**src/rtl/ysyx_23060229_mem_arbiter.sv**
```systemverilog
// Two-master (IFU/LSU) to one-slave memory arbiter with alternating tie priority
// and a response timeout that reports an error instead of stalling the core.
module ysyx_23060229_mem_arbiter #(
   parameter int TIMEOUT = 255,
   parameter int CNT_W   = 8
) (
   input  logic        clk,
   input  logic        rst,
   input  logic        ifu_req_valid,
   output logic        ifu_req_ready,
   input  logic [31:0] ifu_addr,
   output logic        ifu_resp_valid,
   output logic        ifu_resp_err,
   output logic [31:0] ifu_rdata,
   input  logic        lsu_req_valid,
   output logic        lsu_req_ready,
   input  logic [31:0] lsu_addr,
   input  logic        lsu_wen,
   input  logic [31:0] lsu_wdata,
   input  logic [7:0]  lsu_wmask,
   output logic        lsu_resp_valid,
   output logic        lsu_resp_err,
   output logic [31:0] lsu_rdata,
   output logic        mem_req_valid,
   input  logic        mem_req_ready,
   output logic [31:0] mem_addr,
   output logic        mem_wen,
   output logic [31:0] mem_wdata,
   output logic [7:0]  mem_wmask,
   input  logic        mem_resp_valid,
   input  logic [31:0] mem_rdata
);

   typedef enum logic [1:0] {IDLE, REQ, RESP} state_t;

   localparam logic             OWN_IFU  = 1'b0;
   localparam logic [CNT_W-1:0] CNT_LAST = CNT_W'(TIMEOUT - 1);

   state_t           state, next_state;
   logic             owner, last_grant;
   logic [CNT_W-1:0] counter;
   logic [31:0]      addr_q, wdata_q;
   logic             wen_q;
   logic [7:0]       wmask_q;
   logic             grant_ifu, grant_lsu;
   logic             resp_done, timed_out;

   // On a tie the master that lost the previous grant wins.
   always_comb begin
      grant_ifu = 1'b0;
      grant_lsu = 1'b0;
      if (state == IDLE && !rst) begin
         if (ifu_req_valid && lsu_req_valid) begin
            grant_lsu = (last_grant == OWN_IFU);
            grant_ifu = !grant_lsu;
         end else begin
            grant_ifu = ifu_req_valid;
            grant_lsu = lsu_req_valid;
         end
      end
   end

   // A real response in the expiry cycle takes precedence over the timeout.
   assign timed_out = (state == RESP) && !mem_resp_valid && (counter == CNT_LAST);
   assign resp_done = (state == RESP) && (mem_resp_valid || counter == CNT_LAST);

   always_ff @(posedge clk) begin
      if (rst) begin
         state <= IDLE;
      end else begin
         state <= next_state;
      end
   end

   always_comb begin
      next_state = state;
      case (state)
         IDLE:    if (grant_ifu || grant_lsu) next_state = REQ;
         REQ:     if (mem_req_ready)          next_state = RESP;
         RESP:    if (resp_done)              next_state = IDLE;
         default: next_state = IDLE;
      endcase
   end

   // Request fields are captured at grant so masters may drop valid afterwards.
   always_ff @(posedge clk) begin
      if (rst) begin
         owner      <= OWN_IFU;
         last_grant <= OWN_IFU;
         counter    <= '0;
         addr_q     <= '0;
         wen_q      <= 1'b0;
         wdata_q    <= '0;
         wmask_q    <= '0;
      end else begin
         if (grant_ifu || grant_lsu) begin
            owner      <= grant_lsu;
            last_grant <= grant_lsu;
            addr_q     <= grant_lsu ? lsu_addr : ifu_addr;
            wen_q      <= grant_lsu & lsu_wen;
            wdata_q    <= grant_lsu ? lsu_wdata : 32'h0;
            wmask_q    <= grant_lsu ? lsu_wmask : 8'h0;
         end
         if (state == REQ && mem_req_ready) begin
            counter <= '0;
         end else if (state == RESP && !resp_done) begin
            counter <= counter + 1'b1;
         end
      end
   end

   always_comb begin
      ifu_req_ready  = grant_ifu;
      lsu_req_ready  = grant_lsu;
      mem_req_valid  = 1'b0;
      mem_addr       = '0;
      mem_wen        = 1'b0;
      mem_wdata      = '0;
      mem_wmask      = '0;
      ifu_resp_valid = 1'b0;
      ifu_resp_err   = 1'b0;
      ifu_rdata      = '0;
      lsu_resp_valid = 1'b0;
      lsu_resp_err   = 1'b0;
      lsu_rdata      = '0;
      if (!rst) begin
         mem_req_valid = (state == REQ);
         mem_addr      = addr_q;
         mem_wen       = wen_q;
         mem_wdata     = wdata_q;
         mem_wmask     = wmask_q;
         if (resp_done) begin
            if (owner == OWN_IFU) begin
               ifu_resp_valid = 1'b1;
               ifu_resp_err   = timed_out;
               ifu_rdata      = timed_out ? 32'h0 : mem_rdata;
            end else begin
               lsu_resp_valid = 1'b1;
               lsu_resp_err   = timed_out;
               lsu_rdata      = timed_out ? 32'h0 : mem_rdata;
            end
         end
      end
   end

endmodule

```
**config.mk**
```make
export PLATFORM = sky130hd
export DESIGN_NAME = ysyx_23060229_mem_arbiter
export DESIGN_NICKNAME = d
export VERILOG_FILES = /design/src/rtl/ysyx_23060229_mem_arbiter.sv
export SDC_FILE = /design/constraint.sdc
export NUM_CORES = 1
export LEC_CHECK = 0
export ABC_CLOCK_PERIOD_IN_PS = 3050
export BUFFER_PORTS_ARGS = -buffer_cell sky130_fd_sc_hd__buf_2
export CELL_PAD_IN_SITES_DETAIL_PLACEMENT = 1
export CELL_PAD_IN_SITES_GLOBAL_PLACEMENT = 1
export CORE_AREA = 4 4 127 129
export DETAILED_ROUTE_END_ITERATION = 10
export DIE_AREA = 0 0 131 133
export PLACE_DENSITY = 0.87
export SLEW_MARGIN = 10
export SYNTH_ARGS = -nofsm -noshare
export SYNTH_HDL_FRONTEND = slang
export SYNTH_SLANG_ARGS = --single-unit
```
**constraint.sdc**
```tcl
create_clock -name clk -period 3.05 [get_ports clk]
set_input_delay 0 -clock clk [delete_from_list [all_inputs] [get_ports clk]]
set_output_delay 0 -clock clk [all_outputs]
set_load 0.02 [all_outputs]
```
==> results by stage <==
Drt:
- The final routed wirelength across all metal layers is 20600 um.
- The DRC violation count after routing is 0.
- Summing over every cut layer, the via total after detailed routing is 5640.
- The detailed-routing iteration count for the pre-antenna-repair pass is 4.
- The count of nets left with antenna violations once routing finished came out at 0.
- After detailed routing, the average wire length per cell comes to 18.7 um.
- Dividing the detail-routed via count by the number of cells gives 5.12.
- The first routing iteration left 322 violations.

Yosys:
- After synthesis, the share of flip-flops with an asynchronous set or reset is 0%.
- Counting instances in the post-synthesis netlist gives the leading cell types as dfxtp_1, nor2b_1, nor2_1.
- The synthesized area per cell is 8.01 um^2.
- The most common cell in the synthesized netlist is dfxtp_1.
- The dominant synthesized flop cell is dfxtp_1.
- The number of synthesis warnings is 0.
- The synthesized flop and latch total is 84.
- The leading area contributor after synthesis is dfxtp_1.
- The cell area that synthesis handed to floorplanning was 0.00445 mm^2.
- By area the synthesized netlist is led by dfxtp_1, nor2b_1, a22o_1.
- Counting flops with a built-in enable in the synthesized netlist gives 0.
- When the netlist entered floorplanning its net count stood at 701.
- Summing the sequential cell areas from Yosys gives 37.8% of the chip area.
- After synthesis, the netlist uses 43 different library cells.
- The cell count after synthesis came out at 556.
- After synthesis, the largest area contributor takes up 37.8% of total cell area.

Timing:
- The worst pin sits at a relative slew slack of 43.5%.
- The final period demand of the worst path is 2650 ps.
- Between clock sinks in the finished design, the worst skew comes to 6.92 ps.
- At the pin with the least slew margin, the transition time is 848 ps.
- The count of endpoints failing hold in the final timing report came to 0.
- Dividing the final minimum period by the clock period gives 87.0%.
- For the final routed database, the setup TNS stands at 0 ps.
- The maximum frequency from static timing analysis is 377 MHz.
- The number of slew-limit violations in the final report is 0.
- Setup repair after global routing left no endpoint under its margin.
- The final number of setup-violating endpoints is 0.

Power:
- The portion of total power attributed to combinational logic is 25.5%.
- The proportion of power drawn by the clock network is 33.6%.
- VDD sags by at most 0.000347 V.
- The reported leakage power is 3.46 nW.
- The fraction of power spent switching nets is 30.4%.
- The total power after layout is 0.00299 W.
- The switching power of the nets is 0.000910 W.
- The power density over the cells is 415 mW/mm^2.
- Cell internal power was estimated by the tool at 0.00208 W.
- Per report_power, the sequential group accounts for 40.8% of the total.

Die:
- In this run the core area contains 45 standard-cell rows.
- The chip width is 131 um.
- The area of the core is 0.0150 mm^2.
- For this design the top-level I/O count stands at 287.
- The chip height is 133 um.
- For this configuration, the core starts out at a cell density of 29.6%.
- The die covers 0.0174 mm^2.

GRT:
- The first global-routing pass estimated 31800 um of wire.
- Entering global routing, the biggest net connects 71 pins.
- The global-route met3 utilization is 5.89%.
- The number of global-route vias before repair is 5950.
- met2 is the most crowded layer.
- For this run, global-route usage on met2 was measured as 40.3%.
- The total overflow left after global routing is 0.
- The global routing met1 resource utilization is 26.2%.
- The number of antenna violations at the first check in global routing is 3.
- Global routing used 22.9% of the available tracks.

CTS:
- The CTS sink count is 84.
- At the later pin of the worst-skew pair, clock insertion delay measures 340 ps.
- Clock-pin slew was measured on the worst setup and hold paths at 70 ps.
- The maximum level of the CTS H-tree is 3.
- TritonCTS built the clock tree.
- The TritonCTS buffer count is 9.
- The maximum buffer depth of the clock tree is 2.
- The number of setup buffers added after CTS is 0.
- The root buffer cell is clkbuf_16.

Cells and area:
- The number of nets in the layout is 1052.
- The share of final-layout standard cells stronger than drive strength 1 is 34.9%.
- Summing all non-filler instances in the final layout gives an area of 0.00722 mm^2.
- Compared with the post-synthesis result, the final layout area differs by 62.1%.
- The core occupancy in the finished layout is 48.0%.
- The number of standard cells in the layout, taps in and fillers out is 1101.

Worst setup path:
- The required time at the worst-slack endpoint is 3330 ps.
- Along the worst path, the maximum fanout reaches 19.
- The data arrival at the endpoint of the critical path is 2940 ps.
- The kind of end point of the critical path is a register.
- The nature of the critical path startpoint is a register.
- The classification of the worst setup path is register to register.

Run:
- The tool flagged a number of max-cap violations equal to 0.

Min path:
- In this run the worst hold path is classified as input port to register.

Place:
- Input and output buffers added on the ports amount to 286.
- The number of cells after detailed placement is 978.
- Detailed placement finished with a half-perimeter wire length of 12400 um.
- The placer's final routability congestion estimate is 0.779.
- Summing all placed instances gives a cell area of 0.00589 mm^2.

Status:
- The run finished with clean final reports.
[cells by family (layout without fill, tap and decap cells)]
family / Yosys count / count (layout) / share of synthesized area, %
simple gates: 250 / 250 / 29.0
flops: 84 / 84 / 37.8
mux: 7 / 7 / 1.57
compound gates: 149 / 149 / 23.7
other cells: 0 / 2 / 0
buf+inv: 64 / 419 / 7.39
fa+ha+maj: 2 / 2 / 0.562
[power groups by stage]
stage          clock (W)  combinational (W)  sequential (W)
6_report         0.00101           0.000764         0.00122
4_1_cts          0.00104           0.000741         0.00122
3_5_place_dp           0           0.000612         0.00124
3_3_place_gp           0           0.000601         0.00124
5_1_grt          0.00109           0.000828         0.00123
2_1_floorplan          0           0.000407         0.00123
[per-layer routing]
| metal | wire length [um] | part of all wire [%] | up-vias |
|---|---|---|---|
| met1 | 8050 | 39 | 2698 |
| met2 | 10700 | 52 | 219 |
| met4 | 561 | 2.7 | 2 |
| met3 | 1200 | 5.9 | 49 |
| li1 | - | - | 2672 |
| met5 | 13 | 0.063 | - |
[per-stage QoR]
step	hold slack (ps)	setup WS, ps
after floorplan	133	1380
after global placement	216	1060
after detailed placement	221	960
after CTS	110	439
after global routing	174	177
final	129	398
[worst max-delay path: stages (launching register included)]
cell           delay, ps
dfxtp_1              510
or3_1                670
buf_4                370
o21ai_0              130
a311oi_1             310
dlygate4sd3_1        590
[cells in the final DEF, fill, tap and decap left out, types with 2 or more instances in the layout]
cell type,count
inv_1,4
o21ai_1,30
nor2_1,65
clkinvlp_4,3
nand3b_1,6
o21ai_0,4
nor4_1,5
or3_1,2
buf_4,8
nor3_1,3
a21oi_1,34
diode_2,2
nand2b_1,3
clkinv_2,2
a22o_1,41
mux2i_1,7
nor2b_1,73
a211oi_1,2
nand4_1,2
nand2_1,37
dlygate4sd3_1,106
clkbuf_16,9
buf_2,285
dfxtp_1,84
a311oi_1,31
nand3_1,44
ha_1,2
[final cells by class]
cell class	count	area, um^2
Clock buffer	9	225
Inverter	4	15.0
Clock inverter	6	41.3
Fill cell	1863	7810
Multi-Input combinational cell	408	2450
Antenna cell	2	5.00
Timing Repair Buffer	400	2570
Sequential cell	84	1680
Tap cell	188	235
[what timing repair did]
| action | 4_1_cts | 5_1_grt |
|---|---|---|
| hold buffers | 106 | 0 |
| gates resized for setup | 0 | 0 |
| endpoints found under the hold margin | 74 | 0 |
[sequential cells by signal, summed over array words and instances (netlist names)]
name / flops
last_grant: 1
addr_q: 32
state: 2
counter: 8
wdata_q: 32
wen_q: 1
wmask_q: 8
[path summary, 6_finish.rpt]
check        startpoint          to  slack (ps)  cells after the start
max            state[0]   addr_q[0]         400                      5
max reg2reg    state[0]   addr_q[0]         400                      5
min reg2reg  counter[4]  counter[4]         500                      1
min                 rst    state[1]         130                      2
Power figures use the tool's default switching activity.
